--- config.mk ---
export PLATFORM = sky130hd
export DESIGN_NAME = shift_add_multiplier
export DESIGN_NICKNAME = d
export VERILOG_FILES = /design/src/rtl/mult_pkg.sv /design/src/rtl/nBitCarryLookAheadAdder.sv /design/src/rtl/shift_add_multiplier.sv
export SDC_FILE = /design/constraint.sdc
export NUM_CORES = 1
export LEC_CHECK = 0
export BUFFER_PORTS_ARGS = -buffer_cell sky130_fd_sc_hd__buf_2
export CAP_MARGIN = 20
export CORE_UTILIZATION = 55
export DETAILED_ROUTE_END_ITERATION = 8
export GPL_TIMING_DRIVEN = 0
export HOLD_SLACK_MARGIN = 0.08
export PLACE_DENSITY = 0.78
export SKIP_LAST_GASP = 1
export SYNTH_ARGS = -nofsm -noshare
export SYNTH_HDL_FRONTEND = slang
export SYNTH_SLANG_ARGS = --single-unit
--- constraint.sdc ---
create_clock -name clk -period 3.45 [get_ports clk]
set_input_delay 0.345 -clock clk [delete_from_list [all_inputs] [get_ports clk]]
set_output_delay 0.345 -clock clk [all_outputs]
set_load 0.01 [all_outputs]
--- src/rtl/mult_pkg.sv ---
// Shared types and constants for the shift-and-add multiplier.
package mult_pkg;

  typedef enum logic [1:0] {
    IDLE,
    RUN,
    DONE
  } mult_state_t;

  localparam int unsigned BASE_ADDER_SIZE = 4;

endpackage

--- src/rtl/nBitCarryLookAheadAdder.sv ---
// NUMBITS-wide adder: 4-bit carry-lookahead blocks, carry rippled block to block.
module nBitCarryLookAheadAdder
  import mult_pkg::*;
#(
  parameter int unsigned NUMBITS = 8
) (
  input  logic [NUMBITS-1:0] a_in,
  input  logic [NUMBITS-1:0] b_in,
  input  logic               c_in,
  output logic [NUMBITS-1:0] s_out,
  output logic               c_out
);

  localparam int unsigned NBLK = NUMBITS / BASE_ADDER_SIZE;

  logic [NBLK:0] w_carry;

  assign w_carry[0] = c_in;

  for (genvar i = 0; i < NBLK; i++) begin : g_blk
    logic [3:0] w_g;
    logic [3:0] w_p;
    logic [4:0] w_c;

    assign w_g    = a_in[4*i +: 4] & b_in[4*i +: 4];
    assign w_p    = a_in[4*i +: 4] ^ b_in[4*i +: 4];
    assign w_c[0] = w_carry[i];
    // Fully expanded lookahead terms so no carry ripples inside the block.
    assign w_c[1] = w_g[0] | (w_p[0] & w_c[0]);
    assign w_c[2] = w_g[1] | (w_p[1] & w_g[0]) | (w_p[1] & w_p[0] & w_c[0]);
    assign w_c[3] = w_g[2] | (w_p[2] & w_g[1]) | (w_p[2] & w_p[1] & w_g[0])
                  | (w_p[2] & w_p[1] & w_p[0] & w_c[0]);
    assign w_c[4] = w_g[3] | (w_p[3] & w_g[2]) | (w_p[3] & w_p[2] & w_g[1])
                  | (w_p[3] & w_p[2] & w_p[1] & w_g[0])
                  | (w_p[3] & w_p[2] & w_p[1] & w_p[0] & w_c[0]);

    assign s_out[4*i +: 4] = w_p ^ w_c[3:0];
    assign w_carry[i+1]    = w_c[4];
  end

  assign c_out = w_carry[NBLK];

endmodule

--- src/rtl/shift_add_multiplier.sv ---
// Sequential unsigned NUMBITS x NUMBITS multiplier, one shift-and-add step per clock,
// with ready/valid handshakes on operands and result.
module shift_add_multiplier
  import mult_pkg::*;
#(
  parameter int unsigned NUMBITS = 8
) (
  input  logic                   clk,
  input  logic                   reset,
  input  logic                   in_valid,
  output logic                   in_ready,
  input  logic [NUMBITS-1:0]     a_in,
  input  logic [NUMBITS-1:0]     b_in,
  output logic                   out_valid,
  input  logic                   out_ready,
  output logic [2*NUMBITS-1:0]   product_out,
  output logic                   busy
);

  if ((NUMBITS % BASE_ADDER_SIZE) != 0) begin : g_bad_width
    $error("shift_add_multiplier: NUMBITS=%0d is not a multiple of %0d",
           NUMBITS, BASE_ADDER_SIZE);
  end

  localparam int unsigned CW = (NUMBITS > 1) ? $clog2(NUMBITS) : 1;

  mult_state_t            r_state;
  mult_state_t            w_state_next;
  logic [NUMBITS-1:0]     r_a;
  logic [2*NUMBITS-1:0]   r_p;
  logic [2*NUMBITS-1:0]   r_product;
  logic [CW-1:0]          r_count;

  logic [NUMBITS-1:0]     w_hi;
  logic [NUMBITS-1:0]     w_add_a;
  logic [NUMBITS-1:0]     w_add_b;
  logic [NUMBITS-1:0]     w_sum;
  logic                   w_carry;
  logic [2*NUMBITS-1:0]   w_p_next;
  logic                   w_last;

  assign w_hi   = r_p[2*NUMBITS-1:NUMBITS];
  assign w_last = (r_count == CW'(NUMBITS - 1));

  // Adder inputs are held at zero outside RUN to keep it quiet.
  assign w_add_a = (r_state == RUN) ? w_hi : '0;
  assign w_add_b = (r_state == RUN) ? r_a  : '0;

  nBitCarryLookAheadAdder #(
    .NUMBITS (NUMBITS)
  ) u_adder (
    .a_in  (w_add_a),
    .b_in  (w_add_b),
    .c_in  (1'b0),
    .s_out (w_sum),
    .c_out (w_carry)
  );

  // Adder carry becomes the new MSB, so the shifted product never overflows.
  assign w_p_next = r_p[0] ? {w_carry, w_sum, r_p[NUMBITS-1:1]}
                           : {1'b0, w_hi, r_p[NUMBITS-1:1]};

  always_ff @(posedge clk or posedge reset) begin
    if (reset) r_state <= IDLE;
    else       r_state <= w_state_next;
  end

  always_comb begin
    w_state_next = r_state;
    in_ready     = 1'b0;
    out_valid    = 1'b0;
    busy         = 1'b0;
    case (r_state)
      IDLE: begin
        in_ready = 1'b1;
        if (in_valid) w_state_next = RUN;
      end
      RUN: begin
        busy = 1'b1;
        if (w_last) w_state_next = DONE;
      end
      DONE: begin
        busy      = 1'b1;
        out_valid = 1'b1;
        if (out_ready) w_state_next = IDLE;
      end
      default: w_state_next = IDLE;
    endcase
  end

  always_ff @(posedge clk or posedge reset) begin
    if (reset) begin
      r_a       <= '0;
      r_p       <= '0;
      r_count   <= '0;
      r_product <= '0;
    end else begin
      case (r_state)
        IDLE: begin
          if (in_valid) begin
            r_a     <= a_in;
            r_p     <= {{NUMBITS{1'b0}}, b_in};
            r_count <= '0;
          end
        end
        RUN: begin
          r_p     <= w_p_next;
          r_count <= r_count + CW'(1);
          if (w_last) r_product <= w_p_next;
        end
        default: ;
      endcase
    end
  end

  assign product_out = r_product;

endmodule
======== Word-level counts from Yosys, hierarchy flattened ========
Cells that the tools add are included.
storage, ports and cells
  input bits .............................. 20
  logic and storage cells ................. 80
  flip-flop bits (word level) ............. 45
  output and inout port bits .............. 19
cells by class
  equal/unequal tests ..................... 6
  muxes and demuxes ....................... 14
  bitwise logic cells ..................... 47
  $add $sub $neg .......................... 1
  reductions and logical operators ........ 7
operator list
  operator               number
  $mux W16               2
  $pmux W16 S2           1
  $and A1 B1 Y1          25
  $mux W8                2
  $or A1 B1 Y1           16
  $xor A4 B4 Y4          4
  $and A4 B4 Y4          2
  $mux W2                3
  $ne A2 B2 Y1 const B   3
  $pmux W2 S3            1
  $pmux W3 S2            1
  $reduce_and A2 Y1      3
  $add A3 B1 Y3 const B  1
  $eq A3 B3 Y1 const B   1
  $mux W1                3
  $mux W3                1
  $reduce_and A3 Y1      1
  $eq A2 B1 Y1 const B   1
  $eq A2 B2 Y1 const B   1
  $logic_not A2 Y1       1
  $reduce_bool A2 Y1     1
  $reduce_or A2 Y1       1

======== Longest topological paths before layout ========
  depth in word-level cells ............... 12
  depth in mapped cells ................... 14
  gate-level depth less buffers ........... 12

======== Hierarchy ========
A second synthesis with hierarchy kept.
unflattened totals
  cells, all modules ...................... 216
  area total of the unflattened synthesis .. 2,362.3 µm²
by module, submodules not included
  module                   sequential area each (µm²)  area an instance (µm²)  instances  cells each
  shift_add_multiplier     1,126.1                     2,034.5                 1          175
  nBitCarryLookAheadAdder  0.0                         327.8                   1          41

======== Worst setup path before layout ========
Ideal clock, no wire load.
  path type ............................... register -> register
  from .................................... reg r_state[1]
  to ...................................... reg r_product[11], in the netlist product_out[11]
  stages on the path, launching flop included .. 13
  slack ................................... 0.670 ns
  path buffers ............................ 2
  clock period less this slack ............ 2.780 ns
  library setup time ...................... 0.083 ns
  data required time ...................... 3.367 ns
  data arrival time ....................... 2.697 ns
  path through ............................ dfrtp_1 -> inv_1 -> ha_1 -> buf_2 -> clkbuf_1 -> and2_1 -> ha_1 -> a41o_1 -> a21oi_1 -> fa_1 -> nand2_1 -> o21ai_0 -> o21ai_0
on the way
  cells in the longest elaborated chain, start to end .. 9
  elaborated cells on any way between the ends .. 17
  those cells by class .................... eq/ne: 1; mux: 3; bitwise: 12; reduce/logical: 1
ends and longest elaborated chain
  item                                            line                                                                                source
  start, declared                                 shift_add_multiplier.sv:27                                                          mult_state_t r_state;
  start signal, assigned                          shift_add_multiplier.sv:65                                                          else r_state <= w_state_next;
  $eq A2 B1 Y1 *                                  shift_add_multiplier.sv:46, shift_add_multiplier.sv:47, shift_add_multiplier.sv:98
  $mux W8 (on tied branches)                      shift_add_multiplier.sv:46, shift_add_multiplier.sv:47
  $xor A4 B4 Y4 or $and A4 B4 Y4 (tied branches)  nBitCarryLookAheadAdder.sv:26, nBitCarryLookAheadAdder.sv:25
  $and A1 B1 Y1 (on tied branches)                nBitCarryLookAheadAdder.sv:33, nBitCarryLookAheadAdder.sv:34
  $or A1 B1 Y1, or another cell as far along      nBitCarryLookAheadAdder.sv:33                                                       assign w_c[4] = w_g[3] | (w_p[3] & w_g[2]) | (w_p[3] & w_p[2] & w_g[1])
  $or A1 B1 Y1 or $and A1 B1 Y1 (tied branches)   nBitCarryLookAheadAdder.sv:33, nBitCarryLookAheadAdder.sv:34
  $or A1 B1 Y1                                    nBitCarryLookAheadAdder.sv:34                                                       | (w_p[3] & w_p[2] & w_p[1] & w_g[0])
  $xor A4 B4 Y4                                   nBitCarryLookAheadAdder.sv:37                                                       assign s_out[4*i +: 4] = w_p ^ w_c[3:0];
  $mux W16                                        shift_add_multiplier.sv:60                                                          assign w_p_next = r_p[0] ? {w_carry, w_sum, r_p[NUMBITS-1:1]}
  end signal, assigned                            shift_add_multiplier.sv:109                                                         if (w_last) r_product <= w_p_next;
  end, declared                                   shift_add_multiplier.sv:31                                                          logic [2*NUMBITS-1:0] r_product;
Mark *: on every way between the ends. The rest lies on a longest branch, timed or not.
A chain may end at the register's enable or synchronous reset.

======== Worst setup path after layout ========
Ends and elaborated chain as after synthesis.

==> metrics <==
Cell Pwr Density roughly 730 mW/mm²; root buf cell clkbuf_8; Synth Flop Type dfrtp_1; GRT Residual Overflow 0; worst slew pin tran approximately 0.67 ns; fin crit share 0.896; die width 66.5 µm; crit path to product_out[11]; Total GRT Usage 0.222; sequential share of the synthesized area 0.492; WP data arrival ~3.3 ns; Die Y-Extent approximately 67 µm; worst slack, placed 0.219 ns; CORE AREA 0.00400 mm²; fin. max-slew vios 0; IO buf count 38; layout cells sized above 1 0.256; Clk pin slew, worst setup/hold paths around 0.080 ns; Final #Nets between 300 and 400; initial antenna violation count 0; I/O pin total 39; peak supply drop approximately 0.38 mV; required time of the critical path approximately 3.7 ns; CTS tree built; Leak between 0.001 and 0.0015 µW; Relative slew margins 0.543; Vias 1702; Post-synth ARST share 1.00; Yosys top cell by area dfrtp_1; Yosys warning total 0; Worst-Skew Late Latency ~0.29 ns; r2r worst-path depth 12; Pre-Repair DR Iteration Count 4; final wirelength about 4300 µm; worst-path maximum fanout 10; setup ws final 0.360 ns; Starting DRT DRC Count 76; Startpoint Class register; synthesized area per cell roughly 11 µm²; area grow syn2layout 17.5%; final core occ 0.673; DP HPWL roughly 3200 µm; number of synthesized register bits 45; full die area around 0.0044 mm²; antenna cells 0; CP max-delay cell fa_1; RePlAce Congestion between 0.7 and 0.8; Vias/cell between 5 and 6; R2R setup slack between 0.3 and 0.4 ns; Setup crit end kind register; count of final setup violators 0; Post-synth EDFFs 0; CP Launch Point r_state[1]; fmax about 320 MHz; setup TNS 0 ns; crit path cell chain inv_1 -> ha_1 -> buf_2 -> clkbuf_2 -> and2_1 -> ha_1 -> a41o_1 -> a21oi_1 -> fa_1 -> nand2_1 -> o21ai_0 -> o21ai_0; clk buf depth 2; Hold Startpoint a_in[0]; largest net degree at the start of global routing 34; FF-to-FF Start r_state[1]; Cell Rows 23; first-pass GRT wire length 7330 µm; status complete, no violations; TritonCTS buffer count 5; Post-Syn Nets approximately 250; antenna-violating nets left 0; main area contributors after synthesis dfrtp_1, ha_1, mux2_2; DRC 0; synthesized area 0.00229 mm²; Hold Violations, Final 0; Overall Power roughly 2000 µW; fill count approximately 360; worst hold path type in2reg; CTS Sinks 45; clock skew between 0.0015 and 0.002 ns; maxcap violations 0; Initial Utilization 0.572; number of global-route vias before repair between 1500 and 2000; Synth cell types 30; H-tree levels 2; Synth Instances 218; minimum clock period after layout around 3.1 ns; WS Path Type reg2reg; Worst R2R End product_out[11]; RSZ-0062 raised after global routing no; routed len/inst around 13 µm; Synth top area share 0.492; CP peak stage delay between 0.4 and 0.5 ns
routing by layer:
metal | GRT usage | wire length (µm) | up-vias
met5 | 0 | 0 | -
met3 | 0.0411 | 102 | 7
met4 | 0.0718 | 51 | 0
met2 | 0.399 | 2170 | 27
met1 | 0.267 | 1930 | 834
li1 | - | - | 834
how the worst min path moves through the flow:
stage | end | slack [ns] | cells past startpoint
final | r_a[0] | 0.28 | 2
after global routing | r_a[5] | 0.28 | 2
after CTS | r_a[0] | 0.28 | 2
after detailed placement | product_out[8] | 0.31 | 2
after global placement | product_out[8] | 0.46 | 2
after floorplan | r_p[12] | 0.46 | 2
Yosys cell counts (all sizes together), types with 2 or more instances:
cell / number
nand2: 38
o21ai: 31
dfrtp: 45
mux2i: 10
xor2: 2
mux2: 16
a21o: 2
inv: 12
buf: 2
nor2: 3
a22o: 3
clkbuf: 6
a21oi: 7
ha: 14
and2: 14
fa: 2
layout make-up:
cell class | instances | area (µm²) | share of cell area
inverters | 12 | 45.0 | 0.0167
repair buffers | 40 | 220 | 0.0818
well taps | 50 | 62.6 | 0.0232
plain buffers | 8 | 33.8 | 0.0126
clock buffers | 7 | 86.3 | 0.0321
flip-flops and latches | 45 | 1130 | 0.418
clock inverters | 1 | 30.0 | 0.0112
multi-input cells | 153 | 1090 | 0.404
metrics by stage:
step / cells / hold WS, ns / cell area (µm²)
after CTS: 316 / 0.278 / 2690
after global routing: 316 / 0.284 / 2690
after detailed placement: 307 / 0.314 / 2560
final: 316 / 0.279 / 2690
after global placement: 306 / 0.458 / 2540
after floorplan: 218 / 0.458 / 2290
flip-flops by register name, indices dropped and copies added, names as in the netlist:
signal and cells:
r_a 8, product_out 16, r_count 3, r_state 2
r_p 16
repair_timing:
action                                  4_1_cts  5_1_grt
setup buffers                                 0        0
gates resized for setup                       0        3
hold buffers                                  1        0
hold endpoints to repair                     12        0
endpoints found under the setup margin        0        4
cell usage in the layout (no fill, tap or decap), types with 2 or more instances in the layout:
| cell | netlist | routed |
|---|---|---|
| a21oi_1 | 7 | 7 |
| a22o_1 | 3 | 3 |
| and2_1 | 14 | 14 |
| buf_2 | 1 | 39 |
| clkbuf_1 | 6 | 6 |
| clkbuf_2 | 0 | 2 |
| clkbuf_8 | 0 | 6 |
| dfrtp_1 | 45 | 45 |
| fa_1 | 2 | 2 |
| ha_1 | 14 | 14 |
| inv_1 | 12 | 11 |
| mux2_2 | 15 | 15 |
| mux2i_1 | 10 | 10 |
| nand2_1 | 38 | 38 |
| nor2_1 | 3 | 3 |
| o21ai_0 | 31 | 31 |
| xor2_1 | 2 | 2 |
where the power goes:
group / internal (µW) / leakage (µW) / switching, µW
clock: 236 / 0.0000585 / 170
sequential: 695 / 0.000591 / 93.3
combinational: 321 / 0.000741 / 455
worst max-delay path: cells and delay by family (launching register included):
family	cells	cell delay [ns]
adder cells (fa/ha/maj)	3	0.93
flip-flops	1	0.39
buffers and inverters	3	0.69
AO/OA/AOI/OAI	4	0.77
AND/OR/NAND/NOR	2	0.23
kinds of logic after synthesis:
family	after synthesis	synth area share
flip-flops	45	0.492
multiplexers	26	0.122
buffers and inverters	20	0.0333
AO/OA/AOI/OAI	49	0.125
adder cells (fa/ha/maj)	16	0.0940
XOR/XNOR	3	0.0115
AND/OR/NAND/NOR	59	0.122
(Power assumes the default switching activity.)
